### config.mk
export PLATFORM = sky130hd
export DESIGN_NAME = alu_pipelined_unit
export DESIGN_NICKNAME = d
export VERILOG_FILES = /design/src/rtl/alu_pkg.sv /design/src/rtl/alu_iter_muldiv.sv /design/src/rtl/alu_pipelined_unit.sv
export SDC_FILE = /design/constraint.sdc
export NUM_CORES = 1
export LEC_CHECK = 0
export BUFFER_PORTS_ARGS = -buffer_cell sky130_fd_sc_hd__buf_2
export CORE_MARGIN = 2
export CORE_UTILIZATION = 55
export CTS_BUF_LIST = sky130_fd_sc_hd__clkbuf_8
export CTS_CLUSTER_DIAMETER = 200
export DETAILED_ROUTE_END_ITERATION = 12
export PLACE_DENSITY = 0.78
export SETUP_SLACK_MARGIN = 0.2
export SLEW_MARGIN = 15
export SYNTH_ARGS = -nofsm -noshare
export SYNTH_HDL_FRONTEND = slang
export SYNTH_SLANG_ARGS = --single-unit
### constraint.sdc
create_clock -name clk -period 4.5 [get_ports clk]
set_input_delay 0 -clock clk [delete_from_list [all_inputs] [get_ports clk]]
set_output_delay 0 -clock clk [all_outputs]
set_load 0.05 [all_outputs]
### src/rtl/alu_pkg.sv
// Shared opcode encodings and FSM state type for the pipelined ALU.
package alu_pkg;

    localparam int unsigned OPW = 4;

    localparam logic [OPW-1:0] OP_ADD  = 4'b0000;
    localparam logic [OPW-1:0] OP_SUB  = 4'b0001;
    localparam logic [OPW-1:0] OP_SLL  = 4'b0010;
    localparam logic [OPW-1:0] OP_AND  = 4'b0011;
    localparam logic [OPW-1:0] OP_OR   = 4'b0100;
    localparam logic [OPW-1:0] OP_XOR  = 4'b0101;
    localparam logic [OPW-1:0] OP_SRL  = 4'b0110;
    localparam logic [OPW-1:0] OP_SLT  = 4'b0111;
    localparam logic [OPW-1:0] OP_MUL  = 4'b1000;
    localparam logic [OPW-1:0] OP_DIVU = 4'b1001;

    typedef enum logic [1:0] {
        IDLE = 2'd0,
        EXEC = 2'd1,
        DONE = 2'd2
    } state_t;

    // Opcodes that run on the iterative engine instead of the single-cycle datapath
    function automatic logic is_iter_op(input logic [OPW-1:0] op);
        return (op == OP_MUL) || (op == OP_DIVU);
    endfunction

endpackage

### src/rtl/alu_iter_muldiv.sv
// Iterative engine: shift-add multiply (LSB first) and restoring unsigned divide (MSB first).
// One step per cycle for exactly WIDTH cycles after start; done_c flags the final step.
module alu_iter_muldiv
    import alu_pkg::*;
#(
    parameter int unsigned WIDTH = 16,
    parameter int unsigned CNTW  = 5
) (
    input  logic             clk,
    input  logic             rst_n,
    input  logic             start,
    input  logic             is_div,
    input  logic [WIDTH-1:0] op_a,
    input  logic [WIDTH-1:0] op_b,
    output logic             done_c,
    output logic [WIDTH-1:0] result_c
);

    // acc: product accumulator / partial remainder
    // aux: shifted multiplicand / divisor
    // shf: multiplier shifted right / dividend shifting out while quotient shifts in
    logic             div_q,    div_d;
    logic             active_q, active_d;
    logic [CNTW-1:0]  cnt_q,    cnt_d;
    logic [WIDTH-1:0] acc_q,    acc_d;
    logic [WIDTH-1:0] aux_q,    aux_d;
    logic [WIDTH-1:0] shf_q,    shf_d;
    logic [WIDTH:0]   rem_sh;

    // Next-state for one iteration step or a fresh start
    always_comb begin
        div_d    = div_q;
        active_d = active_q;
        cnt_d    = cnt_q;
        acc_d    = acc_q;
        aux_d    = aux_q;
        shf_d    = shf_q;
        rem_sh   = {acc_q, shf_q[WIDTH-1]};

        if (start) begin
            div_d    = is_div;
            active_d = 1'b1;
            cnt_d    = CNTW'(WIDTH - 1);
            acc_d    = '0;
            aux_d    = is_div ? op_b : op_a;
            shf_d    = is_div ? op_a : op_b;
        end else if (active_q) begin
            if (div_q) begin
                if (rem_sh >= {1'b0, aux_q}) begin
                    acc_d = WIDTH'(rem_sh - {1'b0, aux_q});
                    shf_d = {shf_q[WIDTH-2:0], 1'b1};
                end else begin
                    acc_d = rem_sh[WIDTH-1:0];
                    shf_d = {shf_q[WIDTH-2:0], 1'b0};
                end
            end else begin
                if (shf_q[0]) begin
                    acc_d = acc_q + aux_q;
                end
                aux_d = aux_q << 1;
                shf_d = shf_q >> 1;
            end
            if (cnt_q == '0) begin
                active_d = 1'b0;
            end else begin
                cnt_d = cnt_q - CNTW'(1);
            end
        end
    end

    // Engine state registers
    always_ff @(posedge clk or negedge rst_n) begin
        if (!rst_n) begin
            div_q    <= 1'b0;
            active_q <= 1'b0;
            cnt_q    <= '0;
            acc_q    <= '0;
            aux_q    <= '0;
            shf_q    <= '0;
        end else begin
            div_q    <= div_d;
            active_q <= active_d;
            cnt_q    <= cnt_d;
            acc_q    <= acc_d;
            aux_q    <= aux_d;
            shf_q    <= shf_d;
        end
    end

    assign done_c   = active_q && (cnt_q == '0);
    assign result_c = div_q ? shf_q : acc_q;

endmodule

### src/rtl/alu_pipelined_unit.sv
// Handshaked ALU: captures operands on accept, computes single-cycle ops directly or
// via the iterative engine, and holds a registered result until the consumer takes it.
module alu_pipelined_unit
    import alu_pkg::*;
#(
    parameter int unsigned WIDTH = 16,
    parameter int unsigned SHW   = 4,
    parameter int unsigned CNTW  = 5
) (
    input  logic             clk,
    input  logic             rst_n,
    input  logic             in_valid,
    output logic             in_ready,
    input  logic [WIDTH-1:0] ALU_InA,
    input  logic [WIDTH-1:0] ALU_InB,
    input  logic [OPW-1:0]   ALU_cont,
    output logic             out_valid,
    input  logic             out_ready,
    output logic [WIDTH-1:0] ALU_output,
    output logic             ALU_zero,
    output logic             ALU_busy
);

    state_t           state_q, state_d;
    logic [WIDTH-1:0] cap_a_q, cap_a_d;
    logic [WIDTH-1:0] cap_b_q, cap_b_d;
    logic [OPW-1:0]   cap_op_q, cap_op_d;
    logic             out_valid_d, in_ready_d, busy_d, zero_d;
    logic [WIDTH-1:0] out_d;
    logic             start_c;
    logic             eng_done_c;
    logic [WIDTH-1:0] eng_result_c;
    logic [WIDTH-1:0] res_c;
    logic [SHW-1:0]   sh_c;

    alu_iter_muldiv #(
        .WIDTH (WIDTH),
        .CNTW  (CNTW)
    ) u_iter (
        .clk      (clk),
        .rst_n    (rst_n),
        .start    (start_c),
        .is_div   (ALU_cont == OP_DIVU),
        .op_a     (ALU_InA),
        .op_b     (ALU_InB),
        .done_c   (eng_done_c),
        .result_c (eng_result_c)
    );

    // Result select from captured operands (iterative ops read the engine)
    always_comb begin
        sh_c  = cap_a_q[SHW-1:0];
        res_c = '0;
        case (cap_op_q)
            OP_ADD:  res_c = cap_a_q + cap_b_q;
            OP_SUB:  res_c = cap_a_q - cap_b_q;
            OP_SLL:  res_c = cap_b_q << sh_c;
            OP_AND:  res_c = cap_a_q & cap_b_q;
            OP_OR:   res_c = cap_a_q | cap_b_q;
            OP_XOR:  res_c = cap_a_q ^ cap_b_q;
            OP_SRL:  res_c = cap_b_q >> sh_c;
            OP_SLT:  res_c = {{(WIDTH-1){1'b0}}, ($signed(cap_a_q) < $signed(cap_b_q))};
            OP_MUL,
            OP_DIVU: res_c = eng_result_c;
            default: res_c = '0;
        endcase
    end

    // FSM next-state and next values of all registered outputs
    always_comb begin
        state_d     = state_q;
        cap_a_d     = cap_a_q;
        cap_b_d     = cap_b_q;
        cap_op_d    = cap_op_q;
        out_valid_d = out_valid;
        out_d       = ALU_output;
        zero_d      = ALU_zero;
        start_c     = 1'b0;

        case (state_q)
            IDLE: begin
                if (in_valid) begin
                    cap_a_d  = ALU_InA;
                    cap_b_d  = ALU_InB;
                    cap_op_d = ALU_cont;
                    if (is_iter_op(ALU_cont)) begin
                        start_c = 1'b1;
                        state_d = EXEC;
                    end else begin
                        state_d = DONE;
                    end
                end
            end
            EXEC: begin
                if (eng_done_c) begin
                    state_d = DONE;
                end
            end
            DONE: begin
                if (!out_valid) begin
                    out_valid_d = 1'b1;
                    out_d       = res_c;
                    zero_d      = (res_c == '0);
                end else if (out_ready) begin
                    out_valid_d = 1'b0;
                    state_d     = IDLE;
                end
            end
            default: state_d = IDLE;
        endcase

        in_ready_d = (state_d == IDLE);
        busy_d     = (state_d == EXEC);
    end

    // State, capture and output registers
    always_ff @(posedge clk or negedge rst_n) begin
        if (!rst_n) begin
            state_q    <= IDLE;
            cap_a_q    <= '0;
            cap_b_q    <= '0;
            cap_op_q   <= '0;
            out_valid  <= 1'b0;
            ALU_output <= '0;
            ALU_zero   <= 1'b0;
            ALU_busy   <= 1'b0;
            in_ready   <= 1'b1;
        end else begin
            state_q    <= state_d;
            cap_a_q    <= cap_a_d;
            cap_b_q    <= cap_b_d;
            cap_op_q   <= cap_op_d;
            out_valid  <= out_valid_d;
            ALU_output <= out_d;
            ALU_zero   <= zero_d;
            ALU_busy   <= busy_d;
            in_ready   <= in_ready_d;
        end
    end

endmodule

==> results of run 1 <==
-- cells in the final DEF, fill, tap and decap left out, drive strengths merged, types with 13 or more instances in the layout --
cell type    instances
nand2              144
a21o                14
dlygate4sd3         38
nor2                95
inv                 89
a211oi              30
dfrtp              112
o22ai               14
nor3                34
xnor2               20
o31ai               14
buf                 80
mux2i               99
nor2b               15
mux2                15
a21oi               92
ha                  80
o211ai              29
clkbuf              17
xor2                13
o21ai              142
nand3               31
-- state kept, by name, summed over array words and instances (netlist names), 4 cells and up --
| register | count |
|---|---|
| cap_a_q | 16 |
| ALU_output | 16 |
| cap_op_q | 4 |
| u_iter.acc_q | 16 |
| u_iter.shf_q | 16 |
| cap_b_q | 16 |
| u_iter.cnt_q | 5 |
| u_iter.aux_q | 16 |
-- kinds of logic after synthesis --
kind of cell | synth area share (%)
AO/OA/AOI/OAI | 25.9
AND/OR/NAND/NOR | 17.3
buffers and inverters | 6.12
multiplexers | 11.7
flip-flops | 26.3
adder cells (fa/ha/maj) | 10.1
XOR/XNOR | 2.69
-- final timing paths --
check	endpoint	slack (ns)	start	cells past startpoint
setup / recovery	ALU_zero	0.67	cap_b_q[1]	11
hold / removal	state_q[1]	0.15	in_valid	5
setup reg to reg	ALU_zero	0.67	cap_b_q[1]	11
hold reg to reg	ALU_output[1]	0.47	ALU_output[1]	2
max in group asynchronous	u_iter.div_q	3.34	rst_n	3
min in group asynchronous	ALU_output[4]	0.16	rst_n	2
-- worst max-delay path: cells and delay by family (launching register included) --
| kind | cells | cell delay [ns] |
|---|---|---|
| and+or+nand+nor | 3 | 0.59 |
| AOI/OAI and AO/OA | 5 | 2.05 |
| DFF | 1 | 0.48 |
| adders and majority gates | 1 | 0.34 |
| muxes | 1 | 0.12 |
| buffers and inverters | 1 | 0.15 |
-- synth_stat cells, types with 9 or more instances --
cell       count
a21oi_1       92
nand3_1       31
mux2i_1       98
a211o_1        9
o21bai_1       9
ha_1          80
a211oi_1      29
o211ai_1      29
a21o_1        14
nor2_1        95
buf_1         12
o31ai_1       14
buf_2         13
xnor2_1       20
nand2b_1      11
nand2_1      144
dfrtp_1      112
xor2_1        13
o21ai_0      141
nor4_1        10
inv_1         80
clkbuf_1      51
or3_1         11
o22ai_1       14
nor2b_1       15
nor3_1        34
a2111oi_0      9
mux2_2        15
-- metrics by stage --
| step | util [%] | std cells | setup slack, ns |
|---|---|---|---|
| after global placement | 58.2 | 1605 | 0.865 |
| after global routing | 62.1 | 1675 | 0.574 |
| after detailed placement | 58.2 | 1605 | 0.790 |
| after CTS | 62.1 | 1675 | 0.769 |
| final | 62.1 | 1675 | 0.673 |
| after floorplan | - | 1341 | 0.735 |
-- area by class of cell --
| class | count | area share, % |
|---|---|---|
| Clock buffer | 17 | 1.95 |
| Clock inverter | 15 | 1.23 |
| Inverter | 82 | 2.56 |
| Multi-Input combinational cell | 1065 | 60.9 |
| Sequential cell | 113 | 23.6 |
| Tap cell | 265 | 2.76 |
| Timing Repair Buffer | 118 | 6.99 |
-- what timing repair did --
action                                 CTS  global route
endpoints found under the hold margin  134             0
hold buffers                            38             0
setup endpoints to repair                0             0
-- power breakdown --
group / internal [W] / switching, W / leakage [nW] / total [W]
Combinational: 0.00282 / 0.00465 / 3.56 / 0.00747
Sequential: 0.00147 / 0.000679 / 1.39 / 0.00215
Clock: 0.000451 / 0.000530 / 0.187 / 0.000982
Total: 0.00475 / 0.00586 / 5.13 / 0.0106
-- layer usage --
layer,global-route usage [%],share of wire (%),vias up
met5,0,0,-
met4,13.7,3.5,0
met3,6.16,8.0,102
met2,59.1,47,560
met1,46.1,41,5296
li1,-,-,5028
==> flow_metrics.py, run 1 <==
metrics = {
    "sta": {
        "slew_headroom_pct": 19.7,
        "fin_crit_ns": 3.83,
        "whs_ns": 0.150,
        "setup_violations": 0,
        "fin_crit_sh_pct": 85.0,
        "worst_slew_pin_slew_ns": 1.19,
        "hold_viol": 0,
        "fmax_mhz": 261,
        "rsz0062_at_grt": "false",
        "drv_slew": 0,
        "fin_skew_ns": 0.0136,
        "fin_tns_setup_ns": 0,
    },
    "logic_synthesis": {
        "seq_area_frac_synth_pct": 26.3,
        "netlist.area_leader.share_pct": 26.1,
        "ys_ff_latch": 113,
        "synthFlopType": "dfrtp_1",
        "synth-edff-count": 0,
        "syn_area_um2": 10800,
        "synth_nets": 1465,
        "synth.avg_cell_area_um2": 8.02,
        "synthTopCellsByArea": "dfrtp_1 (26%), ha_1 (9.3%), mux2i_1 (9.1%)",
        "ys_warn_count": 0,
        "netlist_instances": 1341,
        "synth_top_cell_by_area": "dfrtp_1",
        "synth_cell_types": 80,
        "async_flop_share_pct": 100,
    },
    "route": {
        "drtIter0Drc": 1191,
        "route.detailed.drc": 0,
        "wl_per_cell_um": 21.6,
        "via_per_inst": 6.56,
        "wl_mm": 36.2,
        "postRouteAntennaNets": 0,
        "dr_total_vias": 11000,
        "firstDrtPassIters": 6,
    },
    "grt": {
        "grt_max_degree": 82,
        "grt_remaining_overflow": 0,
        "grtUsageTotal_pct": 35.5,
        "grt_pass1_vias": 10500,
        "antenna_found_initial": 0,
        "grt_pass1_wl_mm": 56.9,
    },
    "place": {
        "place_area_um2": 11200,
        "place_hpwl_mm": 26.0,
        "port_buffers": 59,
        "place_congestion": 0.984,
    },
    "die": {
        "start_util_pct": 55.6,
        "boundaryPins": 60,
        "dieArea_um2": 20700,
        "placementRows": 51,
        "die_w_um": 144,
        "fp.dieH_um": 144,
        "core-area_um2": 19300,
    },
    "power": {
        "ir_drop_mv": 0.468,
        "total_power_w": 0.0106,
        "p_leak_nw": 5.13,
        "power_density_nw_per_um2": 883,
    },
    "worst_setup_path": {
        "cp-end-kind": "flop",
        "crit_arrival_ns": 4.20,
        "startpoint_type": "flop",
        "slowest_stage": "a2111oi_0",
        "crit_type": "flop to flop",
        "crit_fanout": 7,
        "slowest_delay_ns": 0.87,
        "required_ns": 4.87,
        "critical_path.cell_chain": "inv_1, ha_1, a211oi_1, o21ai_0, a2111oi_0, nor3_1, o311a_1, mux2i_1, nor4_1, nand3_1, o41ai_2",
    },
    "cts": {
        "cts_buffer_depth": 2,
        "cts-buffers-inserted": 17,
        "cts_tree": "built",
        "h-tree-depth": 4,
        "post_cts_buffers": 0,
        "cts.clk_slew.worst_paths_ns": 0.09,
        "clock-sinks": 113,
        "worstSkewPairLatency_ns": 0.47,
        "post_cts_resized": 0,
        "cts.root.buffer_cell": "clkbuf_8",
    },
    "final_layout": {
        "fillers": 1722,
        "regArea_um2": 2830,
        "fin_nets": 1521,
        "final_layout_size_suffix_gt1_share_pct": 11.3,
        "final_area_um2": 12000,
        "multi_input_area_um2": 7320,
        "diodes": 0,
        "syn_to_final_growth_pct": 11.7,
    },
    "run": {
        "maxCapViolCount": 0,
    },
    "status": {
        "status": "finished, final reports clean",
    },
    "min_path": {
        "min_path_type": "primary input to flop",
    },
}
Note: power is estimated with default switching activity, not from simulation.
==> run 2: changes to the inputs <==
SYNTH_HIERARCHICAL = 1   (was default)
==> run 2 against run 1 <==
Against the previous run:
- utilization rose by 0.53 points
- setup slack got worse by 0.13 ns
- critical path depth did not move
- design area rose by 1.8%
- clock-buffer cell count rose by 1
- synthesized cell count fell by 1.9%
- non-clock buffer count rose by 4
- die area rose by 2.0%
- cell count fell by 1.5%
- via count fell by 3.3%
- critical endpoint unchanged
- largest cell class unchanged
==> flow_metrics.py, run 2 <==
metrics = {
    "final_layout": {
        "final_util_pct": 62.6,
        "layout_commonest_cell": "nand2_1",
        "diodes": 0,
        "layout_common_cells": "nand2_1 (124), nor2_1 (123), dfrtp_1 (111)",
        "final_area_um2": 12200,
        "fin_nets": 1499,
        "syn_to_final_growth_pct": 11.5,
        "final_layout_size_suffix_gt1_share_pct": 14.1,
    },
    "grt": {
        "grtUsageTotal_pct": 33.0,
        "antenna_found_initial": 0,
        "grt_max_degree": 72,
        "grt_pass1_wl_mm": 55.1,
        "grt_pass1_vias": 10100,
        "grt_remaining_overflow": 0,
    },
    "place": {
        "port_buffers": 59,
        "place_area_um2": 11400,
        "place_hpwl_mm": 25.9,
        "place_congestion": 1.04,
    },
    "worst_setup_path": {
        "r2r_start": "cap_b_q[11]",
        "crit_type": "flop to flop",
        "required_ns": 4.90,
        "crit_fanout": 10,
        "startpoint_type": "flop",
        "startpoint": "cap_b_q[11]",
        "cp-end-kind": "flop",
        "crit_arrival_ns": 4.36,
    },
    "die": {
        "start_util_pct": 56.2,
        "die_w_um": 145,
        "dieArea_um2": 21100,
        "core-area_um2": 19500,
        "boundaryPins": 60,
        "placementRows": 51,
        "fp.dieH_um": 145,
    },
    "logic_synthesis": {
        "seq_area_frac_synth_pct": 25.8,
        "synthTopCellsByArea": "dfrtp_1 (26%), ha_1 (9.2%), mux2i_1 (7.1%)",
        "syn_area_um2": 11000,
        "synth_nets": 1440,
        "netlist.area_leader.share_pct": 25.5,
        "synth_top_cell_by_area": "dfrtp_1",
        "synthFlopType": "dfrtp_1",
        "ys_ff_latch": 113,
        "synth.avg_cell_area_um2": 8.35,
        "netlist_instances": 1315,
        "synth_commonest_cells": "nand2_1 (124), nor2_1 (123), dfrtp_1 (112)",
        "async_flop_share_pct": 100,
        "synth_cell_types": 102,
        "synth-edff-count": 0,
        "yosysMostFrequentCell": "nand2_1",
        "ys_warn_count": 6,
    },
    "sta": {
        "fin_tns_setup_ns": 0,
        "setup_violations": 0,
        "fin_crit_sh_pct": 88.0,
        "fmax_mhz": 252,
        "drv_slew": 0,
        "fin_crit_ns": 3.96,
        "hold_viol": 0,
        "whs_ns": 0.0949,
        "fin_skew_ns": 0.0224,
        "slew_headroom_pct": 26.4,
        "worst_slew_pin_slew_ns": 1.10,
        "rsz0062_at_grt": "false",
    },
    "route": {
        "postRouteAntennaNets": 0,
        "highest_layer": "met4",
        "firstDrtPassIters": 5,
        "wl_met1_mm": 15.3,
        "drtIter0Drc": 1334,
        "via_per_inst": 6.44,
        "route.met3.wl_mm": 3.23,
        "wl_met2_mm": 15.8,
        "route.detailed.drc": 0,
        "wl_per_cell_um": 21.4,
        "dr_total_vias": 10600,
        "wl_mm": 35.3,
    },
    "cts": {
        "cts.root.buffer_cell": "clkbuf_8",
        "cts_buffer_depth": 2,
        "worstSkewPairLatency_ns": 0.48,
        "clock-sinks": 113,
        "cts.clk_slew.worst_paths_ns": 0.09,
        "post_cts_resized": 0,
        "h-tree-depth": 4,
        "cts-buffers-inserted": 17,
        "cts_tree": "built",
    },
    "min_path": {
        "min_path_type": "primary input to flop",
        "hp-start": "in_valid",
    },
    "status": {
        "status": "finished, final reports clean",
    },
    "run": {
        "maxCapViolCount": 0,
    },
}
run 2: kinds of logic after synthesis:
group | count (synthesis) | share of synthesized area (%)
mux | 129 | 13.9
simple gates | 386 | 16.5
fa+ha+maj | 85 | 9.96
flops | 113 | 25.8
compound gates | 404 | 24.9
xor+xnor | 35 | 2.79
buf+inv | 163 | 6.10
run 2: critical path, stage by stage (launching register included):
cell and delay (ns):
dfrtp_1 0.53, inv_1 0.15, ha_1 0.47, nor4_1 0.76, nand4_1 0.17, a21oi_1 0.32
nor2_1 0.16, o31ai_1 0.27, mux2_2 0.37, a221oi_2 0.31, nand4_1 0.15, o32ai_2 0.21
run 2: cell type report:
cell class / count / area, um2
Clock buffer: 18 / 248
Clock inverter: 12 / 159
Fill cell: 1703 / 7290
Inverter: 81 / 307
Multi-Input combinational cell: 1039 / 7490
Sequential cell: 113 / 2830
Tap cell: 265 / 332
Timing Repair Buffer: 122 / 868
run 2: routing by layer:
metal / track usage (%) / vias to the layer above
met5: 0 / -
met4: 10.9 / 0
met3: 7.14 / 65
met2: 51.4 / 573
met1: 45.8 / 5057
li1: - / 4924
run 2: what timing repair did:
action | in CTS | in global routing
hold buffers | 39 | 0
endpoints found under the hold margin | 169 | 0
buffers inserted | 0 | 0
run 2: final timing paths:
check                                        end  slack, ns  cells after the start
worst max-delay path                    ALU_zero       0.54                     11
worst min-delay path                  state_q[1]       0.09                      4
worst max register to register          ALU_zero       0.54                     11
worst min register to register  u_iter/aux_q[15]       0.48                      2
max in group asynchronous           u_iter/div_q       3.61                      3
min in group asynchronous          ALU_output[0]       0.18                      3
run 2: metrics by stage:
step	std cells	worst slack, ns
after CTS	1650	0.716
after floorplan	1315	1.07
after global placement	1581	0.821
after detailed placement	1581	0.714
final	1650	0.538
after global routing	1650	0.403
Power of run 2 is not shown: default switching activity piles up to over one toggle a cycle in this logic, so the estimate is an artifact.
==> run 3: changes to the inputs <==
CELL_PAD_IN_SITES_DETAIL_PLACEMENT = 1   (was default)
CELL_PAD_IN_SITES_GLOBAL_PLACEMENT = 1   (was default)
CORE_UTILIZATION = 49   (was 55)
PLACE_DENSITY = 0.88   (was 0.78)
REMOVE_ABC_BUFFERS = 1   (was default)
SLEW_MARGIN = default   (was 15)
==> run 3 against run 2 <==
Against the previous run:
- global-route usage grew 2.0 points
- critical endpoint unchanged
- utilization shrank 6.8 points
- flip-flop and latch count stayed put
- highest routed layer unchanged
==> flow_metrics.py, run 3 (synthesis results as in run 2) <==
metrics = {
    "route": {
        "drtIter0Drc": 945,
        "postRouteAntennaNets": 0,
        "firstDrtPassIters": 5,
        "route.detailed.drc": 0,
        "wl_per_cell_um": 24.8,
        "via_per_inst": 6.59,
        "dr_total_vias": 11000,
        "wl_mm": 41.3,
    },
    "cts": {
        "cts_buffer_depth": 2,
        "cts.root.buffer_cell": "clkbuf_8",
        "cts.clk_slew.worst_paths_ns": 0.08,
        "h-tree-depth": 4,
        "cts_tree": "built",
        "clock-sinks": 113,
        "post_cts_buffers": 0,
        "worstSkewPairLatency_ns": 0.47,
        "post_cts_resized": 0,
        "cts-buffers-inserted": 17,
        "hold_buffers": 38,
    },
    "worst_setup_path": {
        "startpoint_type": "flop",
        "crit_arrival_ns": 4.17,
        "slowest_stage": "o31ai_1",
        "r2r_cells": 12,
        "cp-end-kind": "flop",
        "r2r_start": "cap_a_q[0]",
        "crit_buf_inv": 2,
        "crit_fanout": 26,
        "slowest_delay_ns": 0.61,
        "critical_path.cell_chain": "buf_4, ha_1, fa_1, a211oi_1, nor3_1, o31ai_1, o21ai_1, a221oi_1, nand2_1, a211oi_1, inv_1, o32ai_2",
        "ff2ff_setup_slack_ns": 0.71,
        "rr_endpoint": "ALU_zero",
        "path_delay_family": "compound AO/OA/AOI/OAI gates",
        "required_ns": 4.88,
        "crit_path_frequent_cell": "a211oi_1",
        "crit_type": "flop to flop",
    },
    "sta": {
        "fin_skew_ns": 0.0162,
        "fmax_mhz": 264,
        "hold_viol": 0,
        "slew_headroom_pct": 28.3,
        "fin_crit_sh_pct": 84.2,
        "rsz0062_at_grt": "false",
        "worst_slew_pin_slew_ns": 1.08,
        "fin_tns_setup_ns": 0,
        "setup_violations": 0,
        "fin_crit_ns": 3.79,
        "drv_slew": 0,
    },
    "grt": {
        "grt_remaining_overflow": 0,
        "grtUsageTotal_pct": 35.0,
        "grt_pass1_vias": 11300,
        "grt_pass1_wl_mm": 65.0,
        "antenna_found_initial": 0,
        "grt_max_degree": 72,
    },
    "die": {
        "boundaryPins": 60,
        "placementRows": 54,
        "fp.dieH_um": 154,
        "core-area_um2": 21900,
        "dieArea_um2": 23600,
        "start_util_pct": 50.1,
        "die_w_um": 154,
    },
    "place": {
        "place_hpwl_mm": 28.9,
        "place_congestion": 1.01,
        "place_area_um2": 11400,
        "port_buffers": 59,
    },
    "final_layout": {
        "fillers": 2642,
        "layout_common_cells": "nand2_1 (124), nor2_1 (123), dfrtp_1 (111)",
        "diodes": 0,
        "final_layout_size_suffix_gt1_share_pct": 13.9,
        "layout_commonest_cell": "nand2_1",
        "multi_input_area_um2": 7490,
        "syn_to_final_growth_pct": 11.5,
        "regArea_um2": 2830,
        "final_area_um2": 12200,
        "fin_nets": 1495,
    },
    "run": {
        "maxCapViolCount": 0,
    },
    "min_path": {
        "hp-start": "in_valid",
        "hold_depth": 4,
        "min_to": "state_q[1]",
        "min_path_type": "primary input to flop",
    },
    "status": {
        "status": "finished, final reports clean",
    },
}
-- run 3: cell types whose count changed in the layout (fill, tap and decap cells not counted) --
| cell | delta |
|---|---|
| buf_4 | -3 |
| clkbuf_8 | +1 |
| dlygate4sd3_1 | -1 |
| clkinv_2 | -1 |
| inv_1 | +1 |
-- run 3: through the flow --
step | utilization (%) | hold WS [ns] | worst slack (ns) | cells
2_1_floorplan | - | -0.296 | -2.44 | 1233
3_3_place_gp | 52.2 | 0.171 | 0.873 | 1593
3_5_place_dp | 52.2 | 0.178 | 0.846 | 1593
4_1_cts | 55.9 | 0.0199 | 0.789 | 1662
5_1_grt | 55.9 | 0.123 | 0.481 | 1662
6_report | 55.9 | 0.126 | 0.711 | 1662
-- run 3: tightest hold or removal path, cell delays in order --
cell and delay (ns):
buf_2 0.12, nor3b_1 0.14, a21oi_1 0.11, o21ai_0 0.15
-- run 3: area by class of cell --
cell class | instances | area share, %
Clock inverter | 12 | 1.29
Timing Repair Buffer | 118 | 6.83
Sequential cell | 113 | 23.1
Multi-Input combinational cell | 1039 | 61.2
Clock buffer | 19 | 2.14
Tap cell | 280 | 2.86
Inverter | 81 | 2.51
-- run 3: how the worst max path moves through the flow --
stage	startpoint	end	slack, ns	cells after the start
2_1_floorplan	state_q[0]	u_iter/acc_q[15]	-2.44	7
3_3_place_gp	cap_a_q[0]	ALU_zero	0.87	12
3_5_place_dp	cap_a_q[3]	ALU_zero	0.85	11
4_1_cts	cap_a_q[0]	ALU_zero	0.79	12
5_1_grt	cap_a_q[0]	ALU_zero	0.48	12
6_report	cap_a_q[0]	ALU_zero	0.71	12
-- run 3: metal layers --
metal  up-vias  GRT usage (%)  wire, um
met1      5472           46.6     17500
met4         0           11.4      1330
met5         -              0         0
met3        95           7.55      2950
met2       484           57.0     19500
li1       4905              -         -
Power of run 3 is left out for the same reason.
